**config.mk**
```make
export PLATFORM = sky130hd
export DESIGN_NAME = my_div
export DESIGN_NICKNAME = d
export VERILOG_FILES = /design/src/rtl/my_div.sv
export SDC_FILE = /design/constraint.sdc
export NUM_CORES = 1
export LEC_CHECK = 0
export ABC_AREA = 0
export BUFFER_PORTS_ARGS = -buffer_cell sky130_fd_sc_hd__buf_2
export CORE_MARGIN = 2
export CORE_UTILIZATION = 40
export DETAILED_ROUTE_END_ITERATION = 8
export MAX_ROUTING_LAYER = met4
export PLACE_DENSITY = 0.57
export SETUP_SLACK_MARGIN = 0.15
export SLEW_MARGIN = 20
export SYNTH_ARGS = -nofsm -noshare
export SYNTH_HDL_FRONTEND = slang
export SYNTH_SLANG_ARGS = --single-unit
```
**constraint.sdc**
```tcl
create_clock -name clk -period 14.8 [get_ports clk]
set_clock_uncertainty 0.15 [all_clocks]
set_input_delay 3.7 -clock clk [delete_from_list [all_inputs] [get_ports clk]]
set_output_delay 3.7 -clock clk [all_outputs]
set_load 0.005 [all_outputs]
```
**src/rtl/my_div.sv**
```systemverilog
// my_div: fixed-latency signed fixed-point divider, radix-2 restoring with saturation
module my_div #(
  parameter int DATA_WIDTH = 64,
  parameter int INT_WIDTH  = 16
) (
  input  logic                  clk,
  input  logic                  rst,
  input  logic                  start,
  input  logic [DATA_WIDTH-1:0] a,
  input  logic [DATA_WIDTH-1:0] b,
  output logic                  ready,
  output logic [DATA_WIDTH-1:0] q,
  output logic                  valid,
  output logic                  ovf,
  output logic                  dz
);
  localparam int DW = DATA_WIDTH;
  localparam int FRAC = DW - INT_WIDTH;
  localparam int N = DW + FRAC;
  localparam int CW = $clog2(N + 1);
  localparam logic [N-1:0] LIM = {{(N-1){1'b0}}, 1'b1} << (DW - 1);
  localparam logic [DW-1:0] MAXP = {1'b0, {(DW-1){1'b1}}};
  localparam logic [DW-1:0] MINN = {1'b1, {(DW-1){1'b0}}};
  typedef enum logic [1:0] {IDLE, CALC, FIX, DONE} state_t;
  state_t state;
  logic [CW-1:0] cnt;
  logic [DW:0] bm, abs_a, abs_b, sh;
  logic [DW+1:0] diff;
  logic [DW-1:0] r, mag, fq;
  logic [N-1:0] qd;
  logic sa, neg, bz, ge, of;
  // magnitudes, one restoring step, and the signed/saturated result
  always_comb begin
    abs_a = a[DW-1] ? -{a[DW-1], a} : {a[DW-1], a};
    abs_b = b[DW-1] ? -{b[DW-1], b} : {b[DW-1], b};
    sh = {r, qd[N-1]};
    diff = {1'b0, sh} - {1'b0, bm};
    ge = !diff[DW+1];
    of = neg ? (qd > LIM) : (qd >= LIM);
    mag = qd[DW-1:0];
    fq = bz ? (sa ? MINN : MAXP) : of ? (neg ? MINN : MAXP) : neg ? -mag : mag;
  end
  // control FSM and datapath; the extra CALC cycle at cnt==N pads latency to N+2
  always_ff @(posedge clk) begin
    if (rst) begin
      state <= IDLE;
      ready <= 1'b1;
      valid <= 1'b0;
      q <= '0;
      ovf <= 1'b0;
      dz <= 1'b0;
      cnt <= '0;
    end else begin
      case (state)
        IDLE: if (start) begin
          sa <= a[DW-1];
          neg <= a[DW-1] ^ b[DW-1];
          bm <= abs_b;
          bz <= (b == '0);
          r <= '0;
          qd <= N'(abs_a) << FRAC;
          cnt <= '0;
          ready <= 1'b0;
          state <= CALC;
        end
        CALC: if (cnt == CW'(N)) state <= FIX;
        else begin
          cnt <= cnt + CW'(1);
          r <= ge ? diff[DW-1:0] : sh[DW-1:0];
          qd <= {qd[N-2:0], ge};
        end
        FIX: begin
          q <= fq;
          ovf <= !bz && of;
          dz <= bz;
          valid <= 1'b1;
          state <= DONE;
        end
        default: begin
          valid <= 1'b0;
          ready <= 1'b1;
          state <= IDLE;
        end
      endcase
    end
  end
endmodule

```
# == Word-level counts from Yosys, hierarchy flattened ==
# Index checks and enable logic that the tools add are counted.
# word_totals
reg_bits,321
latchBits,0
mem_bits_rw,0
mem_bits_ro,0
word_cells,67
n_memories,0
# classes
n_addsub,5
n_mul,0
n_div,0
magnitude_cmp,2
eq_ne,6
shifts,0
n_mux,24
bitwise,3
reduce_logical,13
# op_table
op,count
$mux 64,9
$mux 112,2
$pmux 112 s2,1
$neg 64->64,2
$pmux 64 s2,1
$ge 112x64->1 const B,1
$gt 112x64->1 const B,1
$sub 65x65->66,1
$neg 65->65,1
$logic_not 64->1,1
$mux 63,1
$mux 7,2
$pmux 7 s2,1
$add 7x1->7 const B,1
$eq 7x7->1 const B,1
$ne 2x2->1 const B,3
$pmux 2 s3,1
$reduce_and 3->1,2
$mux 2,2
$pmux 1 s2,2
$reduce_and 2->1,2
$reduce_and 4->1,1
$reduce_or 2->1,2
$eq 2x1->1 const B,1
other kinds (8),11

# == Longest topological paths before layout ==
# Gate-level depths: netlist of run 1.
# depth
depth_word,4
mapped_depth,16

# == Worst setup path before layout of run 1 ==
# No wires, ideal clock.
# synth_path
path_kind,input to register
from,input port start
to,"register qd[0], enable pin"
setup_time_ps,734
arrival_ps,11779
required_time_ps,13916
path_slack_ps,2137
cell_stages,3
path_buffers,0
cell_sequence,nor2b_1 > a21oi_1 > nor2b_1
# synth_via
elab_chain_cells,2
# synth_rtl
element,line,rtl
from (decl),8,"input logic start,"
$ne 2x2->1 (no line),-,
$reduce_and 4->1 (no line),-,
to (signal assigned),61,qd <= N'(abs_a) << FRAC;
to (signal assigned),70,"qd <= {qd[N-2:0], ge};"
to (decl),30,logic [N-1:0] qd;
# No other way between the ends.
# A chain may end at the register's enable or synchronous reset.

# == Worst setup path in the final report of run 1 ==
# layout_path
from,input port a[4]
to,register qd[105] (data pin)
# layout_via
elab_chain_cells,4
# layout_rtl
element,line,rtl
from (decl),9,"input logic [DATA_WIDTH-1:0] a,"
$neg 64->64,34,"abs_a = a[DW-1] ? -{a[DW-1], a} : {a[DW-1], a};"
$mux 64,34,
$mux 112,55,IDLE: if (start) begin
$pmux 112 s2,54,case (state)
# No other way between the ends. The select of a mux whose other input is x is not followed.

==> impl_metrics.tcl, run 1 <==
set metrics [dict create \
    grt_max_degree 97 \
    leakage_nw 8.75 \
    detail_route.wl_per_cell_um 18.4 \
    finalSetupTns_ns 0 \
    place_inst 3108 \
    routed_wl_um 58500 \
    placed_area_um2 22600 \
    cts_tree "done" \
    portBuffers 198 \
    antenna_found_initial 1 \
    startpoint "a[4]" \
    power_density_nw_per_um2 184 \
    cap_violations 0 \
    final_layout_size_suffix_gt1_share_pct 13.0 \
    postLayoutCellArea_um2 23900 \
    dpl.hpwl_um 41300 \
    cp-end-kind "flop" \
    fin_crit_sh_pct 48.7 \
    fin_cells 3180 \
    hold_viol_final 0 \
    drc_errors 0 \
    async_flop_share_pct 0 \
    worst_pin_slew_ns 1.11 \
    cts_sinks 321 \
    cts_inserted_buffers 40 \
    ys_types 78 \
    cp-start-kind "primary input" \
    routed_via_density 5.71 \
    clock_latency_ns 0.59 \
    outcome "finished clean" \
    critical_path_class "in -> reg" \
    seq_area_frac_synth_pct 42.0 \
    synth_ff_type "edfxtp_1" \
    cts_resized 0 \
    rsz0062_at_grt "no" \
    total_power_w 0.00439 \
    drt_first_iter_violations 1360 \
    area.growth.synth_to_final_pct 13.0 \
    cts.clk_slew.worst_paths_ns 0.05 \
    maxSlewHeadroom_pct 26.3 \
    routed-wl-met3_um 3240 \
    first_pass_iters 6 \
    hold_class "reg -> reg" \
    final-setup-viol-count 0 \
    grt_use_total_pct 21.8 \
    syn_area_um2 21100 \
    rows 84 \
    ctsHoldBuffers 0 \
    fin_crit_ns 7.21 \
    synth_edf_count 244 \
    cts_buffer_depth 3 \
    slew_violations 0 \
    irDropWorstVdd_mv 0.138 \
    overflow 0 \
    synth_cells 2344 \
    die_w_um 234 \
    vias 18154 \
    gp_congestion 0.883 \
    initial_core_util_pct 40.3 \
    utilization_pct 45.6 \
    fillCellCount 5133 \
    crit_fanout 6 \
    cts-htree-levels 2 \
    reg2reg_from "qd[8]$_SDFFCE_PN0P_" \
    ant_nets 0 \
    cp.arrival_ns 7.35 \
    die_h_um 234 \
    max_freq_ghz 0.139 \
    wl_met2_um 26000 \
    topRoutingLayerUsed "met4" \
    syn_area_per_cell_um2 9.01 \
    synth_nets 2549 \
    core_um2 52300 \
    worst_ep_required_time_ns 14.94 \
    antennaDiodeCount 0 \
    min_from "dz$_SDFFE_PP0P_" \
    final_nets 2667 \
    io_pins 199 \
    grt_pass1_wl_um 93200 \
    met1_length_um 27800 \
    dieArea_um2 54600 \
    first_global_vias 17126 \
    synth_seq_cells 321 \
    yosysWarnings 0 \
    cts.root.buffer_cell "clkbuf_16" \
    post-cts-setup-buffers 0 \
]
[critical path: stages]
cell and delay [ns]:
buf_2 0.12, or4_1 0.58, nor4b_1 0.75, nand4_1 0.39, or3_1 0.44, or2_2 0.33, nand2b_1 0.22, nand2b_1 0.25
o31ai_1 0.31, xor2_1 0.17, o21ai_0 0.08
[power by group]
group	total (W)	internal, W	switching, W
Combinational	0.00186	0.000703	0.00116
Sequential	0.00158	0.00137	0.000215
Clock	0.000946	0.000538	0.000408
[flip-flops by register name, indices dropped and copies added, names as in the netlist]
signal / count
qd: 112
bm: 65
q: 64
r: 64
cnt: 7
state: 2
bz: 1
dz: 1
neg: 1
ovf: 1
ready: 1
sa: 1
valid: 1
[worst paths after layout]
path / end / slack [ns] / cells past startpoint
setup / recovery: qd[105]$_DFFE_PP_ / 7.59 / 11
hold / removal: dz$_SDFFE_PP0P_ / 0.30 / 2
setup reg to reg: q[23]$_SDFFE_PP0P_ / 9.59 / 9
hold reg to reg: dz$_SDFFE_PP0P_ / 0.30 / 2
[cells in the mapped netlist, drive strengths merged (7+ instances only)]
library cell	n	share of area (%)
edfxtp	244	35
nand2	255	4.5
nand3	21	0.50
o221ai	13	0.54
clkbuf	134	2.4
a22o	7	0.29
a21o	19	0.68
xnor2	108	4.5
nor4	34	1.1
xor2	77	3.2
o31ai	51	1.9
o21ai	194	4.6
dfxtp	77	7.3
and2	55	1.6
o22ai	15	0.44
nand4	40	1.2
or3	41	1.4
a21boi	22	0.78
a221oi	16	0.66
a211oi	23	0.82
a211o	8	0.33
o21bai	15	0.53
o41ai	24	1.1
mux2i	35	1.7
o21a	14	0.50
nor2b	45	1.3
nor2	151	2.7
nand2b	14	0.41
inv	107	1.9
ha	73	4.3
or2	13	0.39
nor3	61	1.4
o211ai	11	0.39
mux2	14	0.75
a21oi	189	4.5
or4	29	1.1
a31oi	28	0.83
[cell type report]
cell class / count / area (um2) / area share (%)
Sequential cell: 321 / 8870 / 37.2
Timing Repair Buffer: 216 / 1130 / 4.74
Clock inverter: 19 / 186 / 0.782
Inverter: 109 / 409 / 1.72
Multi-Input combinational cell: 1774 / 11300 / 47.5
Clock buffer: 53 / 1080 / 4.53
Tap cell: 688 / 861 / 3.61
[through the flow]
step	hold WS (ns)	worst slack [ns]
4_1_cts	0.308	7.58
2_1_floorplan	0.303	2.14
3_3_place_gp	0.294	6.97
5_1_grt	0.337	7.38
6_report	0.304	7.59
3_5_place_dp	0.298	6.97
[kinds of logic after synthesis]
kind of cell / after synthesis / synth area share (%)
fa+ha+maj: 74 / 4.42
simple gates: 779 / 18.5
other cells: 1 / 0.0178
buf+inv: 249 / 4.51
mux: 49 / 2.41
xor+xnor: 185 / 7.68
compound gates: 686 / 20.5
flops: 321 / 42.0
[metal layers]
metal | GRT usage [%] | up-vias
li1 | - | 8866
met1 | 30.7 | 8669
met2 | 32.5 | 524
met3 | 2.92 | 95
met4 | 6.67 | 0
met5 | - | -
[layout by cell type, fill, tap and decap left out, types with 13 or more instances in the layout]
master     count
ha_1          72
o22ai_1       15
a21boi_0      22
o21bai_1      15
mux2i_1       35
a211oi_1      23
and2_1        53
nand4_1       40
buf_4         17
a221oi_1      16
nor2b_1       44
clkbuf_16     40
inv_1        107
a31oi_1       28
xor2_1        77
nand2_1      254
dfxtp_1       77
o21ai_0      193
o41ai_1       23
buf_2        198
o21a_1        14
mux2_2        14
nand3_1       21
nor4_1        33
edfxtp_1     244
a21oi_1      189
nor3_1        61
or4_1         23
nand2b_1      14
or3_1         34
xnor2_1      108
a21o_1        19
o31ai_1       50
o221ai_1      13
nor2_1       149
Power figures use the tool's default switching activity.
==> inputs of run 2 (changes only) <==
- clock period: 14.8 -> 6.8 ns (I/O delays scaled with it)
==> impl_metrics.tcl, run 2 (same netlist as run 1, synthesis figures left out) <==
set metrics [dict create \
    hold_class "reg -> reg" \
    postLayoutCellArea_um2 23900 \
    rrSetupSlack_ns 1.40 \
    drt_first_iter_violations 1291 \
    irDropWorstVdd_mv 0.335 \
    critical_path_class "reg -> reg" \
    p_switching_w 0.00386 \
    total_power_w 0.00963 \
    combPwrFrac_pct 42.1 \
    cts-htree-levels 2 \
    regMostFlops "qd" \
    rows 84 \
    antenna_found_initial 1 \
    cp-end-kind "flop" \
    grt_pass1_wl_um 93500 \
    grt_use_total_pct 21.8 \
    power_density_nw_per_um2 403 \
    routed_via_density 5.71 \
    critical_path.max_stage_delay_ns 0.86 \
    crit_fanout 56 \
    final-setup-viol-count 0 \
    routed_wl_um 58600 \
    layout_common_cells "nand2_1, edfxtp_1, buf_2" \
    placed_area_um2 22600 \
    vias 18159 \
    ctsHoldBuffers 0 \
    core_um2 52300 \
    internal_power_w 0.00577 \
    cts_buffer_depth 3 \
    cts.root.buffer_cell "clkbuf_16" \
    die_w_um 234 \
    hold_viol_final 0 \
    max_freq_ghz 0.185 \
    detail_route.wl_per_cell_um 18.4 \
    slowest_stage "nor2_1" \
    outcome "finished clean" \
    gp_congestion 0.889 \
    initial_core_util_pct 40.3 \
    cts_tree "done" \
    switching_share_pct 40.1 \
    power_frac_clock_pct 22.1 \
    setup_slack_ns 1.40 \
    rsz0062_at_grt "no" \
    first_pass_iters 7 \
    clock_latency_ns 0.56 \
    first_global_vias 17231 \
    largest_reg_flops 112 \
    pre_cts_ws_ns 0.972 \
    place_inst 3107 \
    portBuffers 198 \
    cts_resized 0 \
    fin_crit_ns 5.40 \
    cts_inserted_buffers 39 \
    grt_max_degree 239 \
    cap_violations 0 \
    leakage_nw 8.78 \
    mostFrequentLayoutCell "nand2_1" \
    reg2regPathDepth 9 \
    final_layout_size_suffix_gt1_share_pct 13.2 \
    finalSetupTns_ns 0 \
    antennaDiodeCount 0 \
    die_h_um 234 \
    crit_top_cell "nand4_1" \
    overflow 0 \
    maxSlewHeadroom_pct 23.7 \
    worst_pin_slew_ns 1.14 \
    worst_ep_required_time_ns 7.13 \
    fin_crit_sh_pct 79.4 \
    drc_errors 0 \
    fin_cells 3179 \
    cts.clk_slew.worst_paths_ns 0.06 \
    dieArea_um2 54600 \
    cp.arrival_ns 5.73 \
    path_cells "nor4_1 > nand4_1 > nor4b_1 > nand4_1 > a2111o_2 > buf_4 > nor2_1 > a221oi_1 > a21oi_1" \
    seq_power_share_pct 35.8 \
    io_pins 199 \
    area.growth.synth_to_final_pct 13.3 \
    slew_violations 0 \
    cp-start-kind "flop" \
    dpl.hpwl_um 41500 \
    whs_path_depth 1 \
    ant_nets 0 \
    cts_sinks 321 \
    post-cts-setup-buffers 0 \
    final_nets 2665 \
    reg.largest.list "qd (112), bm (65)" \
    fillCellCount 5148 \
]
-- run 2: cell types whose count changed in the layout (fill, tap and decap cells not counted), sizes merged --
cell / delta
clkbuf: +4
buf: -1
clkinv: -4
-- run 2: final timing paths --
kind | endpoint | startpoint
worst max-delay path | q[23]$_SDFFE_PP0P_ | qd[8]$_SDFFCE_PN0P_
worst min-delay path | ready$_SDFFE_PP1P_ | ready$_SDFFE_PP1P_
worst max register to register | q[23]$_SDFFE_PP0P_ | qd[8]$_SDFFCE_PN0P_
worst min register to register | ready$_SDFFE_PP1P_ | ready$_SDFFE_PP1P_
-- run 2: per-layer routing --
layer | GRT usage (%) | share of wire [%] | wire length [um] | vias to the layer above
li1 | - | - | - | 8856
met1 | 30.9 | 48 | 28400 | 8721
met2 | 32.7 | 45 | 26200 | 492
met3 | 2.76 | 4.7 | 2740 | 90
met4 | 5.81 | 2.3 | 1340 | 0
met5 | - | 0 | 0 | -
-- run 2: metrics by stage --
| step | utilization, % | hold WS [ns] |
|---|---|---|
| 2_1_floorplan | - | 0.303 |
| 3_3_place_gp | 43.2 | 0.296 |
| 3_5_place_dp | 43.2 | 0.300 |
| 4_1_cts | 45.7 | 0.313 |
| 5_1_grt | 45.7 | 0.320 |
| 6_report | 45.7 | 0.307 |
-- run 2: layout make-up --
cell class | count | area [um2] | area share, %
multi-input combinational | 1774 | 11300 | 47.4
timing repair buffer | 215 | 1140 | 4.78
sequential | 321 | 8870 | 37.1
clock buffer | 57 | 1190 | 4.97
clock inverter | 15 | 116 | 0.487
inverter | 109 | 409 | 1.71
tap | 688 | 861 | 3.60
-- run 2: power groups by stage --
stage               registers, W  logic [W]  clock network, W
floorplan                0.00334    0.00300                 0
CTS                      0.00344    0.00405           0.00217
finish                   0.00345    0.00406           0.00213
global route             0.00353    0.00454           0.00224
global placement         0.00346    0.00398                 0
detailed placement       0.00348    0.00403                 0
-- run 2: worst max-delay path, delay by kind of cell, from the launching register on --
kind                   cells  cell delay, ns
buffers and inverters      1            0.41
AND/OR/NAND/NOR            5            3.06
flip-flops                 1            0.46
AO/OA/AOI/OAI              3            1.20
